--- config.mk ---
export PLATFORM = sky130hd
export DESIGN_NAME = f1_tick_delay
export DESIGN_NICKNAME = d
export VERILOG_FILES = /design/src/rtl/f1_tick_delay.sv
export SDC_FILE = /design/constraint.sdc
export NUM_CORES = 1
export LEC_CHECK = 0
export ABC_AREA = 1
export CORE_MARGIN = 1
export CORE_UTILIZATION = 40
export CTS_CLUSTER_DIAMETER = 100
export DETAILED_ROUTE_END_ITERATION = 12
export SLEW_MARGIN = 15
export SYNTH_ARGS = -nofsm -noshare
export SYNTH_HDL_FRONTEND = slang
export SYNTH_SLANG_ARGS = --single-unit
--- constraint.sdc ---
create_clock -name clk -period 2.55 [get_ports clk]
set_input_delay 0.3825 -clock clk [delete_from_list [all_inputs] [get_ports clk]]
set_output_delay 0.3825 -clock clk [all_outputs]
set_load 0.01 [all_outputs]
--- src/rtl/f1_tick_delay.sv ---
//------------------------------------------------------------------------------
// Module   : f1_tick_delay
// Brief    : Tick prescaler and LFSR-randomised lights-out delay for the F1 FSM.
//            Define F1_FIXED_DELAY_EN to use FIXED_K instead of the LFSR for K.
// Revision : 1.0 - initial release
//------------------------------------------------------------------------------
`default_nettype none

module f1_tick_delay #(
  parameter int WIDTH   = 16,
  parameter int LFSR_W  = 7,
  parameter int FIXED_K = 8
) (
  input  logic              clk,
  input  logic              rst,
  input  logic [WIDTH-1:0]  n,
  input  logic              cmd_seq,
  input  logic              cmd_delay,
  output logic              tick,
  output logic              time_out,
  output logic              busy,
  output logic [LFSR_W-1:0] lfsr_out,
  output logic [LFSR_W-1:0] delay_k
);

  typedef enum logic [1:0] {
    S_IDLE  = 2'd0,
    S_SEQ   = 2'd1,
    S_DELAY = 2'd2,
    S_FIRE  = 2'd3
  } state_t;

  // Maximal-length Fibonacci feedback masks; bit i set = stage i+1 tapped.
  function automatic logic [15:0] tap_table(input int w);
    case (w)
      3:       tap_table = 16'h0006;
      4:       tap_table = 16'h000C;
      5:       tap_table = 16'h0014;
      6:       tap_table = 16'h0030;
      7:       tap_table = 16'h0044;
      8:       tap_table = 16'h00B8;
      9:       tap_table = 16'h0110;
      10:      tap_table = 16'h0240;
      11:      tap_table = 16'h0500;
      12:      tap_table = 16'h0829;
      13:      tap_table = 16'h100D;
      14:      tap_table = 16'h2015;
      15:      tap_table = 16'h6000;
      default: tap_table = 16'hD008;
    endcase
  endfunction

  localparam logic [15:0]       c_TAP_TABLE = tap_table(LFSR_W);
  localparam logic [LFSR_W-1:0] c_TAPS      = c_TAP_TABLE[LFSR_W-1:0];
  localparam logic [LFSR_W-1:0] c_K_ONE     = LFSR_W'(1);
  localparam logic [WIDTH-1:0]  c_CNT_ONE   = WIDTH'(1);

  if (LFSR_W < 3 || LFSR_W > 16 || FIXED_K < 1 || FIXED_K >= (1 << LFSR_W)) begin : g_bad_cfg
    $error("f1_tick_delay: unsupported LFSR_W or FIXED_K out of range");
  end

  state_t            r_state, w_state_nxt;
  logic [WIDTH-1:0]  r_cnt, w_cnt_nxt;
  logic [LFSR_W-1:0] r_dcnt, w_dcnt_nxt;
  logic [LFSR_W-1:0] r_delay_k, w_delay_k_nxt;
  logic [LFSR_W-1:0] r_lfsr;
  logic [LFSR_W-1:0] w_k;
  logic              r_dly_q;
  logic              w_rise;
  logic              w_cnt_zero;

`ifdef F1_FIXED_DELAY_EN
  assign w_k = LFSR_W'(FIXED_K);
`else
  assign w_k = r_lfsr;
`endif

  assign w_rise     = cmd_delay & ~r_dly_q;
  assign w_cnt_zero = (r_cnt == '0);

  always_comb begin
    w_state_nxt   = r_state;
    w_cnt_nxt     = r_cnt;
    w_dcnt_nxt    = r_dcnt;
    w_delay_k_nxt = r_delay_k;
    tick          = 1'b0;
    time_out      = 1'b0;
    busy          = (r_state != S_IDLE);

    // Prescaler runs only while ticks are being consumed; entry loads override below.
    if (r_state == S_SEQ || r_state == S_DELAY) begin
      tick      = w_cnt_zero;
      w_cnt_nxt = w_cnt_zero ? n : (r_cnt - c_CNT_ONE);
    end

    case (r_state)
      S_IDLE: begin
        if (cmd_seq) begin
          w_state_nxt = S_SEQ;
          w_cnt_nxt   = n;
        end else if (w_rise) begin
          w_state_nxt   = S_DELAY;
          w_cnt_nxt     = n;
          w_delay_k_nxt = w_k;
          w_dcnt_nxt    = w_k;
        end
      end
      S_SEQ: begin
        if (!cmd_seq) begin
          if (w_rise) begin
            w_state_nxt   = S_DELAY;
            w_cnt_nxt     = n;
            w_delay_k_nxt = w_k;
            w_dcnt_nxt    = w_k;
          end else begin
            w_state_nxt = S_IDLE;
          end
        end
      end
      S_DELAY: begin
        if (cmd_seq) begin
          w_state_nxt = S_SEQ;
          w_cnt_nxt   = n;
        end else if (w_cnt_zero) begin
          if (r_dcnt == c_K_ONE) begin
            w_state_nxt = S_FIRE;
          end else begin
            w_dcnt_nxt = r_dcnt - c_K_ONE;
          end
        end
      end
      default: begin
        time_out    = 1'b1;
        w_state_nxt = S_IDLE;
      end
    endcase
  end

  always_ff @(posedge clk or posedge rst) begin
    if (rst) begin
      r_state   <= S_IDLE;
      r_cnt     <= '0;
      r_dcnt    <= '0;
      r_delay_k <= '0;
      r_lfsr    <= c_K_ONE;
      r_dly_q   <= 1'b0;
    end else begin
      r_state   <= w_state_nxt;
      r_cnt     <= w_cnt_nxt;
      r_dcnt    <= w_dcnt_nxt;
      r_delay_k <= w_delay_k_nxt;
      r_lfsr    <= {r_lfsr[LFSR_W-2:0], ^(r_lfsr & c_TAPS)};
      r_dly_q   <= cmd_delay;
    end
  end

  assign lfsr_out = r_lfsr;
  assign delay_k  = r_delay_k;

endmodule

`default_nettype wire
# Word-level counts from Yosys, hierarchy flattened
# Cells that the tools add are included.
dict set report word_totals {
  ff_bits 40
  output_inout_bits 17
}
dict set report op_classes {
  bitwise_logic 3
  n_reduce_logical 11
  mux 23
  n_eq_ne 12
  addsub 2
}
# cell n
set op_table {}
lappend op_table {{two-way mux 16 bit} 6}
lappend op_table {{one-hot mux 16 bit (3 select lines)} 1}
lappend op_table {{two-way mux 7 bit} 5}
lappend op_table {{zero test 16 bit} 1}
lappend op_table {{subtractor 16 x 1 -> 16 bit (second input constant)} 1}
lappend op_table {{two-way mux 2 bit} 7}
lappend op_table {{one-hot mux 7 bit (2 select lines)} 1}
lappend op_table {{inequality test 2 bit (second input constant)} 5}
lappend op_table {{== test 7 x 1 -> 1 bit (second input constant)} 1}
lappend op_table {{parity 7 bit} 1}
lappend op_table {{subtractor 7 x 1 -> 7 bit (second input constant)} 1}
lappend op_table {{inequality test 3 bit (second input constant)} 2}
lappend op_table {{one-hot mux 2 bit (3 select lines)} 1}
lappend op_table {{AND reduction 6 bit} 1}
lappend op_table {{AND reduction 4 bit} 1}
lappend op_table {{nonzero test 2 bit} 2}
lappend op_table {{inequality test 3 x 2 -> 1 bit (second input constant)} 1}
lappend op_table {{AND reduction 3 bit} 1}
lappend op_table {{OR reduction 3 bit} 1}
lappend op_table {{== test 2 x 1 -> 1 bit (second input constant)} 1}
lappend op_table {{== test 2 bit (second input constant)} 1}
lappend op_table {{zero test 2 bit} 1}
lappend op_table {{two-way mux 1 bit} 2}
lappend op_table {{inequality test 2 x 1 -> 1 bit (second input constant)} 1}
lappend op_table {{4 further kinds} 5}

# Depth between registers and ports, before layout
# Gate-level depths: netlist of run 1.
dict set report logic_depth {
  depth_word 6
  mapped_depth 16
}

# Least setup slack after synthesis of run 1
# OpenSTA, ideal clock, no wires.
dict set report synth_path {
  kind {register to register}
  from {reg r_state[1]}
  to {reg r_cnt[8]}
  n_path_buf 0
  path_stages_with_launch 16
  period_less_slack_ns 1.918
  setup_time_ns 0.118
  path_slack_ns 0.632
  t_arrival_ns 1.800
  t_required_ns 2.432
  path_cell_list {dfrtp_1 > inv_1 > ha_1 > nand3_1 > nor2_1 > nand3_2 > nor2_2 > nand2_2 > inv_2 > nand2_2 > nand3_1 > nand2_1 > nand3_1 > nand3_1 > nand2_1 > nand2_1}
}
dict set report synth_between {
  elab_chain_cells 6
  word_cells_on_any_way 10
}
# element line
set synth_lines {}
lappend synth_lines {{from (decl)} 62} ;# state_t r_state, w_state_nxt;
lappend synth_lines {{from (signal assigned)} 148} ;# r_state <= w_state_nxt;
lappend synth_lines {{== test 2 x 1 -> 1 bit / == test 2 bit (equally long branches)} {91, 96}}
lappend synth_lines {{logical OR 1 bit} 91} ;# if (r_state == S_SEQ || r_state == S_DELAY) begin
lappend synth_lines {{two-way mux 16 bit} 91}
lappend synth_lines {{two-way mux 16 bit} {101, 110}}
lappend synth_lines {{two-way mux 16 bit (on tied branches)} {109, 98}}
lappend synth_lines {{one-hot mux 16 bit (3 select lines) (*)} 96} ;# case (r_state)
lappend synth_lines {{via w_cnt_nxt[8]} 63} ;# logic [WIDTH-1:0] r_cnt, w_cnt_nxt;
lappend synth_lines {{to (signal assigned)} 149} ;# r_cnt <= w_cnt_nxt;
lappend synth_lines {{to (decl)} 63}
# The timed path passes the listed nets; every way through them passes the cells marked *.
# A chain may end at the register's enable or synchronous reset.

# Worst setup path in the final report of run 1
dict set report layout_path {
  from {reg r_state[1]}
  to {out tick}
}
dict set report layout_between {
  elab_chain_cells 3
  word_cells_on_any_way 4
}
# element line
set layout_lines {}
lappend layout_lines {{== test 2 x 1 -> 1 bit / == test 2 bit (equally long branches)} 91}
lappend layout_lines {{logical OR 1 bit (*)} 91}
lappend layout_lines {{two-way mux 1 bit (*)} 91}
lappend layout_lines {{to (decl)} 19} ;# output logic tick,
# Mark *: on every way between the ends. The rest lies on a longest branch, timed or not.

==> parameters.txt, run 1 <==
Parameter                              Value

Final layout
  Area Growth Syn to Fin ... 16.8%
  N_diodes ... 0
  Ratio of cells with drive above 1 in the final layout ... 0.109
  Number of cells in the finished layout apart from fillers ... 732
  NumNets Final ... 650
  Design Area, Final ... approximately 4200 um2

Synthesis
  Mux cell area share after synthesis ... 0.0157
  Share of synthesized registers carrying an async set or reset ... 1.00
  Top flip-flop cell by instance count after synthesis ... sky130_fd_sc_hd__dfrtp_1
  EDFF count, synth ... 0
  Instance count of the mapped netlist ... roughly 590
  Number of nets in the synthesized netlist ... between 600 and 700
  Sequential fraction of the synthesis area ... 0.279
  Count of warnings emitted by yosys ... 0
  Xor and xnor area share after synthesis ... 0.0195
  Number of distinct library cells after synthesis ... 31
  Summed instance area of the synthesized netlist ... approximately 3600 um2
  Compound-cell area share of the yosys netlist ... 0.0871
  Avg Cell Area, Syn ... 6.14 um2
  Register bit count reported by yosys ... 40
  Simple-Gate Fraction of Synth Area ... 0.455
  Dominant combinational cell family by area after synthesis ... simple AND/OR/NAND/NOR gates
  Share of synthesized cell area in full adder, half adder and majority cells ... 0.0244

Global routing
  Number of global-route vias before repair ... about 3.8k
  Maximum number of pins on one net before global-route repair ... 24
  First-pass GRT wire length ... around 18000 um
  Remaining global-route overflow ... 0
  Overall Global Routing Usage ... 0.232
  Initial antenna violation count ... 0

Timing
  Unrepaired setup endpoints after global routing ... no
  Final Setup Violations ... 0
  Minimum setup slack in the final design ... 0.164 ns
  Setup clock skew after layout ... approximately 0.011 ns
  Setup tns final ... 0 ns
  Final critical delay including setup and external delays ... between 2 and 2.5 ns
  Count of final hold-check violations ... 0
  Final slew viol count ... 0
  Smallest hold slack ... around 0.35 ns
  Max-slew headroom ... 0.566
  Slew at the pin closest to its max-slew limit ... 0.648 ns
  Maximum clock rate ... 0.419 GHz
  Portion of the clock cycle consumed by the worst path in the final layout ... 0.936

Run status
  Result of the run ... complete, no violations

Critical path
  CP startpoint kind ... flop
  Worst Path Max Fanout ... 4
  Worst setup path start ... r_state[1]
  Type of the worst setup path ... reg2out
  Count of cells along the worst register-to-register path ... 11
  Worst setup slack for register-to-register paths ... 0.31 ns
  Reg2reg start ... r_cnt[0]
  Endpoint of the worst register-to-register path ... r_dcnt[5]
  Setup crit end kind ... output port
  Setup crit end ... tick
  Data arrival time of the critical path ... around 2.0 ns
  Required time of the worst setup path ... 2.17 ns

Drt
  Remaining antenna violation count after routing ... 0
  Drt wl/cell ... between 10 and 15 um
  Via count ... roughly 3.8k
  First DRT Iteration DRCs ... about 210
  Router iterations before antenna repair ... 5
  DRC violation count after routing ... 0
  Average vias per placed instance ... about 5.2
  Routed wire length ... 10300 um

Pwr
  Largest voltage drop on the vdd net ... 0.396 mV
  Areal power density over the cells ... 1090 nW/um2
  Leakage power of the design ... 2.19 nW

Floorplanning
  Number of core rows ... 34
  Vertical extent of the die ... 96.7 um
  # IOs ... 37
  Die X-Extent ... a little under 100 um
  Die outline area ... slightly above 9000 um2
  Initial core utilization ... 0.412
  Core area ... 8720 um2

Clocking
  Clock latency of the later-clocked register in the worst-skew pair ... ~0.3 ns
  Buffer type at the clock tree root ... sky130_fd_sc_hd__clkbuf_8
  Clock transition at the registers of the reported paths ... about 0.090 ns
  Sinks on the clock net ... 40
  H-Tree Level Count ... 2
  Cts hold-fix bufs ... 0
  CTS tree ... done
  Longest Clk Path Bufs ... 2
  Total clock buffers created by CTS ... 5

Min path
  Worst hold-check path type ... in2async

Place
  Worst slack at placement ... 0.156 ns
  Half-perimeter wire length after placement ... ~7600 um
  Count of buffers from port buffering ... 36
  Number of placed cells counting well taps ... roughly 720
  Area post-placement ... 4100 um2
  Weighted congestion reported at the end of routability-driven placement ... a little under 0.9

Flow run
  Max-Cap Viols ... 0
stage by stage:
stage | power, mW | util
4_1_cts | 4.59 | 0.480
3_3_place_gp | 4.05 | 0.470
3_5_place_dp | 4.11 | 0.470
5_1_grt | 5.12 | 0.481
6_report | 4.58 | 0.481
2_1_floorplan | 3.40 | -
synth_stat cells, types with 3 or more instances:
| master | instances | area share |
|---|---|---|
| sky130_fd_sc_hd__a21oi_1 | 5 | 0.0070 |
| sky130_fd_sc_hd__buf_2 | 10 | 0.014 |
| sky130_fd_sc_hd__clkbuf_1 | 9 | 0.0094 |
| sky130_fd_sc_hd__dfrtp_1 | 39 | 0.27 |
| sky130_fd_sc_hd__ha_1 | 7 | 0.024 |
| sky130_fd_sc_hd__inv_1 | 81 | 0.085 |
| sky130_fd_sc_hd__mux2_2 | 5 | 0.016 |
| sky130_fd_sc_hd__nand2_1 | 182 | 0.19 |
| sky130_fd_sc_hd__nand2_2 | 13 | 0.023 |
| sky130_fd_sc_hd__nand3_1 | 109 | 0.15 |
| sky130_fd_sc_hd__nand3_2 | 5 | 0.014 |
| sky130_fd_sc_hd__nand4_1 | 8 | 0.014 |
| sky130_fd_sc_hd__nor2_1 | 33 | 0.035 |
| sky130_fd_sc_hd__nor2_2 | 6 | 0.010 |
| sky130_fd_sc_hd__nor2_4 | 4 | 0.013 |
| sky130_fd_sc_hd__nor3_1 | 3 | 0.0042 |
| sky130_fd_sc_hd__o21ai_0 | 35 | 0.049 |
| sky130_fd_sc_hd__o21ai_1 | 3 | 0.0042 |
| sky130_fd_sc_hd__o21ai_2 | 6 | 0.015 |
| sky130_fd_sc_hd__xor2_1 | 8 | 0.020 |
final cells by class:
type                            instances  area [um2]
Inverter                               84         315
Tap cell                              108         135
Clock inverter                          2        12.5
Sequential cell                        40        1000
Fill cell                             933        4530
Timing Repair Buffer                   54         494
Multi-Input combinational cell        438        2160
Clock buffer                            6        72.6
report_power, final:
group          internal [mW]  switching (mW)
clock                  0.192           0.250
combinational           1.09            2.02
sequential             0.829           0.200
placed cells by master (no fill, tap or decap), types with 8 or more instances in the layout:
cell type	count
sky130_fd_sc_hd__buf_4	18
sky130_fd_sc_hd__clkdlybuf4s50_1	35
sky130_fd_sc_hd__dfrtp_1	39
sky130_fd_sc_hd__inv_1	80
sky130_fd_sc_hd__nand2_1	182
sky130_fd_sc_hd__nand2_2	13
sky130_fd_sc_hd__nand3_1	109
sky130_fd_sc_hd__nand4_1	8
sky130_fd_sc_hd__nor2_1	33
sky130_fd_sc_hd__o21ai_0	35
sky130_fd_sc_hd__xor2_1	8
worst min-delay path by stage:
| stage | start | endpoint | slack, ns | depth (start not counted) |
|---|---|---|---|---|
| finish | rst | r_dcnt[3] | 0.35 | 2 |
| global route | rst | r_dcnt[3] | 0.39 | 2 |
| global placement | lfsr_out[4] | lfsr_out[5] | 0.40 | 0 |
| detailed placement | lfsr_out[4] | lfsr_out[5] | 0.40 | 0 |
| floorplan | cmd_delay | r_dly_q | 0.41 | 0 |
| CTS | rst | r_dcnt[3] | 0.37 | 2 |
repair_timing:
item,in CTS,in global routing
resized for setup,1,1
endpoints found under the setup margin,1,1
hold endpoints to repair,0,0
setup buffers,1,0
pin swaps,0,0
sequential cells by signal (all words and copies together) (netlist names):
name	flops
r_dly_q	1
delay_k	7
r_cnt	16
r_dcnt	7
lfsr_out	7
r_state	2
kinds of logic (layout without fill, tap and decap cells):
logic type,Yosys count,after routing
flops,40,40
simple gates,363,363
mux,5,5
fa+ha+maj,7,7
compound gates,55,55
xor+xnor,8,8
buf+inv,107,146
routing by layer:
metal	wire length, um	global-route usage
met2	4960	0.411
met4	137	0.0700
met3	492	0.0390
met5	0	0
met1	4730	0.288
worst max-delay path: stages (launching register included):
cell                            delay [ns]
sky130_fd_sc_hd__dfrtp_1              0.35
sky130_fd_sc_hd__inv_1                0.07
sky130_fd_sc_hd__ha_1                 0.32
sky130_fd_sc_hd__nand3_1              0.08
sky130_fd_sc_hd__nor2_1               0.13
sky130_fd_sc_hd__nand3_2              0.11
sky130_fd_sc_hd__nor2_2               0.16
sky130_fd_sc_hd__nand2_2              0.10
sky130_fd_sc_hd__inv_2                0.09
sky130_fd_sc_hd__dlygate4sd2_1        0.28
(Power assumes the default switching activity.)
==> run 2: changes to the inputs <==
CTS_CLUSTER_DIAMETER = unset   (was 100)
RECOVER_POWER = 25   (was unset)
==> run 2 against run 1 <==
Net effect: global-route usage unchanged; worst setup slack gained 0.0035 ns; sequential share of layout area barely moved; sequential power hardly changed; non-clock buffer count unchanged; clock skew hardly changed; combinational power about the same; clock-buffer cell count stayed put; flip-flop and latch count unchanged; via count is 0.39% lower; critical endpoint unchanged.
==> parameters.txt, run 2 (same netlist as run 1, synthesis figures left out) <==
Parameter                              Value

Run status
  Result of the run ... complete, no violations

Floorplanning
  Die X-Extent ... slightly below 100 um
  Initial core utilization ... 0.412
  Vertical extent of the die ... 96.7 um
  Die outline area ... 9360 um2
  # IOs ... 37
  Core area ... 8720 um2
  Number of core rows ... 34

Flow run
  Max-Cap Viols ... 0

Pwr
  Overall power ... around 4.6 mW
  Largest voltage drop on the vdd net ... 0.396 mV
  Areal power density over the cells ... 1090 nW/um2
  Leakage power of the design ... approximately 2.2 nW

Drt
  Average vias per placed instance ... between 5 and 6
  Via count ... around 3.8k
  First DRT Iteration DRCs ... 209
  Drt wl/cell ... ~14 um
  Remaining antenna violation count after routing ... 0
  Routed wire length ... ~10000 um
  DRC violation count after routing ... 0
  Router iterations before antenna repair ... 5

Global routing
  Remaining global-route overflow ... 0
  First-pass GRT wire length ... ~18000 um
  Number of global-route vias before repair ... 3832
  Overall Global Routing Usage ... 0.232
  Initial antenna violation count ... 0
  Maximum number of pins on one net before global-route repair ... 24

Clocking
  Clock transition at the registers of the reported paths ... about 0.09 ns
  Clock latency of the later-clocked register in the worst-skew pair ... around 0.30 ns
  Buffer type at the clock tree root ... sky130_fd_sc_hd__clkbuf_8
  Sinks on the clock net ... 40
  Longest Clk Path Bufs ... 2
  H-Tree Level Count ... 2
  CTS tree ... done
  Total clock buffers created by CTS ... 5
  Cts hold-fix bufs ... 0

Final layout
  Flip-flop count of the largest register after layout ... 16
  Most frequent cells in the layout ... sky130_fd_sc_hd__nand2_1 (182), sky130_fd_sc_hd__nand3_1 (109), sky130_fd_sc_hd__inv_1 (80), sky130_fd_sc_hd__dfrtp_1 (39), sky130_fd_sc_hd__o21ai_0 (35)
  Final core utilization ... 0.480
  Area Growth Syn to Fin ... 16.7%
  Design Area, Final ... roughly 4200 um2
  Largest register by flop count ... r_cnt
  N_diodes ... 0
  NumNets Final ... 650
  Number of cells in the finished layout apart from fillers ... approximately 730
  Ratio of cells with drive above 1 in the final layout ... 0.106
  Most common library cell in the layout ignoring fill and taps ... sky130_fd_sc_hd__nand2_1

Place
  Area post-placement ... between 4000 and 5000 um2
  Weighted congestion reported at the end of routability-driven placement ... ~0.9
  Count of buffers from port buffering ... 36
  Half-perimeter wire length after placement ... roughly 7600 um
  Worst slack at placement ... about 0.16 ns
  Number of placed cells counting well taps ... 723

Critical path
  Sequence of cells on the critical path ... inv_1 -> ha_1 -> nand3_1 -> nor2_1 -> nand3_2 -> nor2_2 -> nand2_2 -> inv_2 -> dlygate4sd2_1
  Cell type of the slowest stage on the worst timing path ... sky130_fd_sc_hd__dfrtp_1
  CP startpoint kind ... flop
  Type of the worst setup path ... reg2out
  Buffer and inverter count on the worst path ... 3
  Largest stage delay on the critical path ... around 0.35 ns
  Worst Path Max Fanout ... 4
  Data arrival time of the critical path ... 2.00 ns
  Setup crit end kind ... output port
  Family with the most delay on the worst path ... simple AND/OR/NAND/NOR gates
  Required time of the worst setup path ... roughly 2.2 ns

Timing
  Smallest hold slack ... 0.419 ns
  Setup clock skew after layout ... 0.0110 ns
  Final critical delay including setup and external delays ... 2.38 ns
  Minimum setup slack in the final design ... about 0.17 ns
  Final slew viol count ... 0
  Setup tns final ... 0 ns
  Final Setup Violations ... 0
  Maximum clock rate ... about 0.42 GHz
  Portion of the clock cycle consumed by the worst path in the final layout ... 0.934
  Unrepaired setup endpoints after global routing ... no
  Count of final hold-check violations ... 0
  Max-slew headroom ... 0.546
  Slew at the pin closest to its max-slew limit ... around 0.68 ns

Min path
  Worst hold-check path type ... reg2reg
==> run 2: cell types whose count changed in the layout (fill, tap and decap cells not counted), sizes merged <==
cell	change
dlygate4sd3	+2
clkbuf	+1
clkdlybuf4s50	-2
buf	-1
==> run 2: worst reg2reg max path: cells and delay by family, from the launching register on <==
kind,cells,cell delay [ns]
DFF,1,0.41
buffers and inverters,3,0.28
muxes,1,0.34
and+or+nand+nor,5,0.74
AOI/OAI and AO/OA,1,0.20
adders and majority gates,1,0.18
==> run 2: power by group <==
part | total, mW | leakage (nW) | internal, mW | switching, mW
clock network | 0.441 | 0.0412 | 0.192 | 0.249
logic | 3.11 | 1.63 | 1.09 | 2.02
registers | 1.03 | 0.517 | 0.829 | 0.200
total | 4.58 | 2.19 | 2.11 | 2.47
==> run 2: per-layer routing <==
metal | GRT usage | wire length, um | vias up
met3 | 0.0390 | 465 | 14
met1 | 0.288 | 4760 | 1750
li1 | - | - | 1934
met2 | 0.411 | 4950 | 87
met5 | 0 | 0 | -
met4 | 0.0700 | 137 | 0
==> run 2: final timing paths <==
path                        startpoint  depth (start not counted)  slack, ns     endpoint
min in group asynchronous          rst                          2       0.48    r_dcnt[3]
min reg2reg                lfsr_out[3]                          0       0.42  lfsr_out[4]
max                         r_state[1]                          9       0.17         tick
max in group asynchronous          rst                          3       1.15   delay_k[6]
min                        lfsr_out[3]                          0       0.42  lfsr_out[4]
max reg2reg                   r_cnt[0]                         11       0.30    r_dcnt[5]
==> run 2: repair_timing <==
item,in CTS,in global routing
pin swaps,0,0
setup buffers,1,0
cloned,0,0
resized for setup,1,1
setup endpoints to repair,1,1
==> run 2: final cells by class <==
class / instances / area (um2)
Fill cell: 932 / 4530
Multi-Input combinational cell: 438 / 2160
Tap cell: 108 / 135
Clock buffer: 6 / 72.6
Sequential cell: 40 / 1000
Clock inverter: 2 / 12.5
Timing Repair Buffer: 54 / 490
Inverter: 84 / 315
==> run 3: changes to the inputs <==
CORE_MARGIN = 5   (was 1)
clock period = 2.2 ns   (was 2.55 ns; I/O delays follow)
==> run 3 against run 2 <==
Net effect: worst hold slack worse by 0.0022 ns; highest routed layer unchanged; flip-flop and latch count stayed put; non-clock buffer count is 10 higher; worst setup slack worse by 0.00069 ns; cell count is 1.4% higher; clock skew is 0.0011 ns higher; total power is 22% higher.
==> parameters.txt, run 3 (same netlist as run 1, synthesis figures left out) <==
Parameter                              Value

Run status
  Result of the run ... complete, no violations

Final layout
  NumNets Final ... 660
  Ratio of cells with drive above 1 in the final layout ... 0.142
  N_diodes ... 0
  Most frequent cells in the layout ... sky130_fd_sc_hd__nand2_1 (179), sky130_fd_sc_hd__nand3_1 (108), sky130_fd_sc_hd__inv_1 (76), sky130_fd_sc_hd__dfrtp_1 (39), sky130_fd_sc_hd__o21ai_0 (35)
  Area Growth Syn to Fin ... 21.1%
  Largest register by flop count ... r_cnt
  Number of cells in the finished layout apart from fillers ... 742
  Final-layout fill cell count ... a little under 900
  Most common library cell in the layout ignoring fill and taps ... sky130_fd_sc_hd__nand2_1
  Flip-flop count of the largest register after layout ... 16

Critical path
  Crit path top cell by count ... sky130_fd_sc_hd__nor2_1
  Required time of the worst setup path ... around 2.4 ns
  Largest stage delay on the critical path ... 0.42 ns
  Endpoint of the worst register-to-register path ... r_dcnt[5]
  Cell type of the slowest stage on the worst timing path ... sky130_fd_sc_hd__dfrtp_1
  Type of the worst setup path ... reg2reg
  Setup crit end kind ... flop
  Worst Path Max Fanout ... 4
  Sequence of cells on the critical path ... inv_2 -> ha_4 -> buf_6 -> inv_1 -> nor2_1 -> nand3_1 -> nor2_2 -> nand2_2 -> nor2_1 -> o21a_1 -> mux2_2
  Reg2reg start ... r_cnt[0]
  Worst setup slack for register-to-register paths ... 0.17 ns
  CP startpoint kind ... flop
  Data arrival time of the critical path ... 2.23 ns
  Count of cells along the worst register-to-register path ... 11

Timing
  Final Setup Violations ... 0
  Minimum setup slack in the final design ... between 0.15 and 0.2 ns
  Maximum clock rate ... a little under 0.5 GHz
  Max-slew headroom ... 0.349
  Setup tns final ... 0 ns
  Count of final hold-check violations ... 0
  Portion of the clock cycle consumed by the worst path in the final layout ... 0.924
  Final critical delay including setup and external delays ... roughly 2.0 ns
  Setup clock skew after layout ... about 0.012 ns
  Smallest hold slack ... roughly 0.42 ns
  Slew at the pin closest to its max-slew limit ... ~0.98 ns
  Final slew viol count ... 0

Clocking
  Cts hold-fix bufs ... 0
  Longest Clk Path Bufs ... 2
  Clock transition at the registers of the reported paths ... about 0.090 ns
  Total clock buffers created by CTS ... 5
  CTS tree ... done
  H-Tree Level Count ... 2
  Clock latency of the later-clocked register in the worst-skew pair ... approximately 0.30 ns
  Buffer type at the clock tree root ... sky130_fd_sc_hd__clkbuf_8
  Sinks on the clock net ... 40

Place
  Half-perimeter wire length after placement ... ~8000 um
  Count of buffers from port buffering ... 36
  Weighted congestion reported at the end of routability-driven placement ... around 0.86
  Number of placed cells counting well taps ... roughly 730
  Worst slack at placement ... 0.0128 ns

Drt
  Via count ... between 3k and 4k
  DRC violation count after routing ... 0
  Router iterations before antenna repair ... 5
  Average vias per placed instance ... between 5 and 6
  Drt wl/cell ... ~15 um
  Remaining antenna violation count after routing ... 0
  First DRT Iteration DRCs ... 200
  Routed wire length ... 10800 um

Floorplanning
  Die X-Extent ... 105 um
  Die outline area ... 11000 um2
  Number of core rows ... 34
  Initial core utilization ... 0.412
  Core area ... slightly below 9000 um2
  # IOs ... 37
  Vertical extent of the die ... roughly 100 um

Min path
  Worst hold endpoint ... lfsr_out[5]
  Worst hold-check path type ... reg2reg
  Worst hold path stage count ... 0
  Start point of the worst hold path ... lfsr_out[4]

Pwr
  Proportion of total power due to net switching ... 0.535
  Overall power ... 5.58 mW
  Leakage power of the design ... ~2.3 nW
  Reported net switching power ... 2.98 mW
  Relative contribution of the clock network to total power ... 0.094
  Fraction of power consumed by sequential logic ... 0.215
  Logic gate share of total power ... 0.691
  Largest voltage drop on the vdd net ... roughly 0.41 mV
  Power Internal ... 2.60 mW
  Areal power density over the cells ... about 1300 nW/um2

Global routing
  Remaining global-route overflow ... 0
  Global routing met1 resource utilization ... 0.256
  Maximum number of pins on one net before global-route repair ... 23
  Met2 GRT Util ... 0.336
  Initial antenna violation count ... 0
  Global routing met3 resource utilization ... 0.0339
  GRT Max-Usage Layer ... met2
  Overall Global Routing Usage ... 0.197
  First-pass GRT wire length ... 18000 um
  Number of global-route vias before repair ... 3725

Flow run
  Max-Cap Viols ... 0
run 3: changes by cell type in the layout (fill, tap and decap cells not counted), moves of 3 or more:
cell / delta
sky130_fd_sc_hd__inv_2: +4
sky130_fd_sc_hd__nand2_1: -3
sky130_fd_sc_hd__inv_1: -4
sky130_fd_sc_hd__buf_4: +7
run 3: repair_timing:
action | 4_1_cts | 5_1_grt
setup buffers | 0 | 3
resized for setup | 3 | 19
pin swaps | 0 | 5
endpoints found under the setup margin | 1 | 19
endpoints found under the hold margin | 0 | 0
run 3: worst max-delay path by stage:
stage | from | to | depth (start not counted)
2_1_floorplan | r_state[1] | r_cnt[8] | 15
3_3_place_gp | cmd_delay | delay_k[6] | 7
3_5_place_dp | cmd_delay | delay_k[6] | 7
4_1_cts | r_state[1] | tick | 9
5_1_grt | r_state[1] | r_cnt[8] | 17
6_report | r_cnt[0] | r_dcnt[5] | 11
run 3: final cells by class:
cell class	count	area, um2	area share
flip-flops and latches	40	1000	0.231
clock inverters	3	21.3	0.00489
clock buffers	5	68.8	0.0158
repair buffers	64	591	0.136
multi-input cells	438	2210	0.509
well taps	108	135	0.0311
inverters	84	315	0.0725
run 3: routing by layer:
layer / share of wire / routed length (um)
met1: 0.46 / 5000
met2: 0.47 / 5070
met3: 0.051 / 545
met5: 0 / 0
met4: 0.015 / 165
run 3: stage by stage:
stage / cell area, um2 / util
2_1_floorplan: 3590 / -
3_3_place_gp: 4180 / 0.480
3_5_place_dp: 4180 / 0.480
4_1_cts: 4280 / 0.490
5_1_grt: 4350 / 0.499
6_report: 4350 / 0.499
run 3: power groups by stage:
| stage | clock network, mW | registers, mW | logic (mW) |
|---|---|---|---|
| after floorplan | 0 | 1.15 | 2.79 |
| after global placement | 0 | 1.20 | 3.60 |
| after detailed placement | 0 | 1.20 | 3.69 |
| after CTS | 0.553 | 1.19 | 3.72 |
| after global routing | 0.576 | 1.22 | 4.38 |
| final | 0.524 | 1.20 | 3.86 |
run 3: worst max-delay path: cells and delay by family (launching register included):
family                     cells  cell delay, ns
AOI/OAI and AO/OA              1            0.21
and+or+nand+nor                5            0.58
adders and majority gates      1            0.15
muxes                          1            0.35
DFF                            1            0.42
buffers and inverters          3            0.24
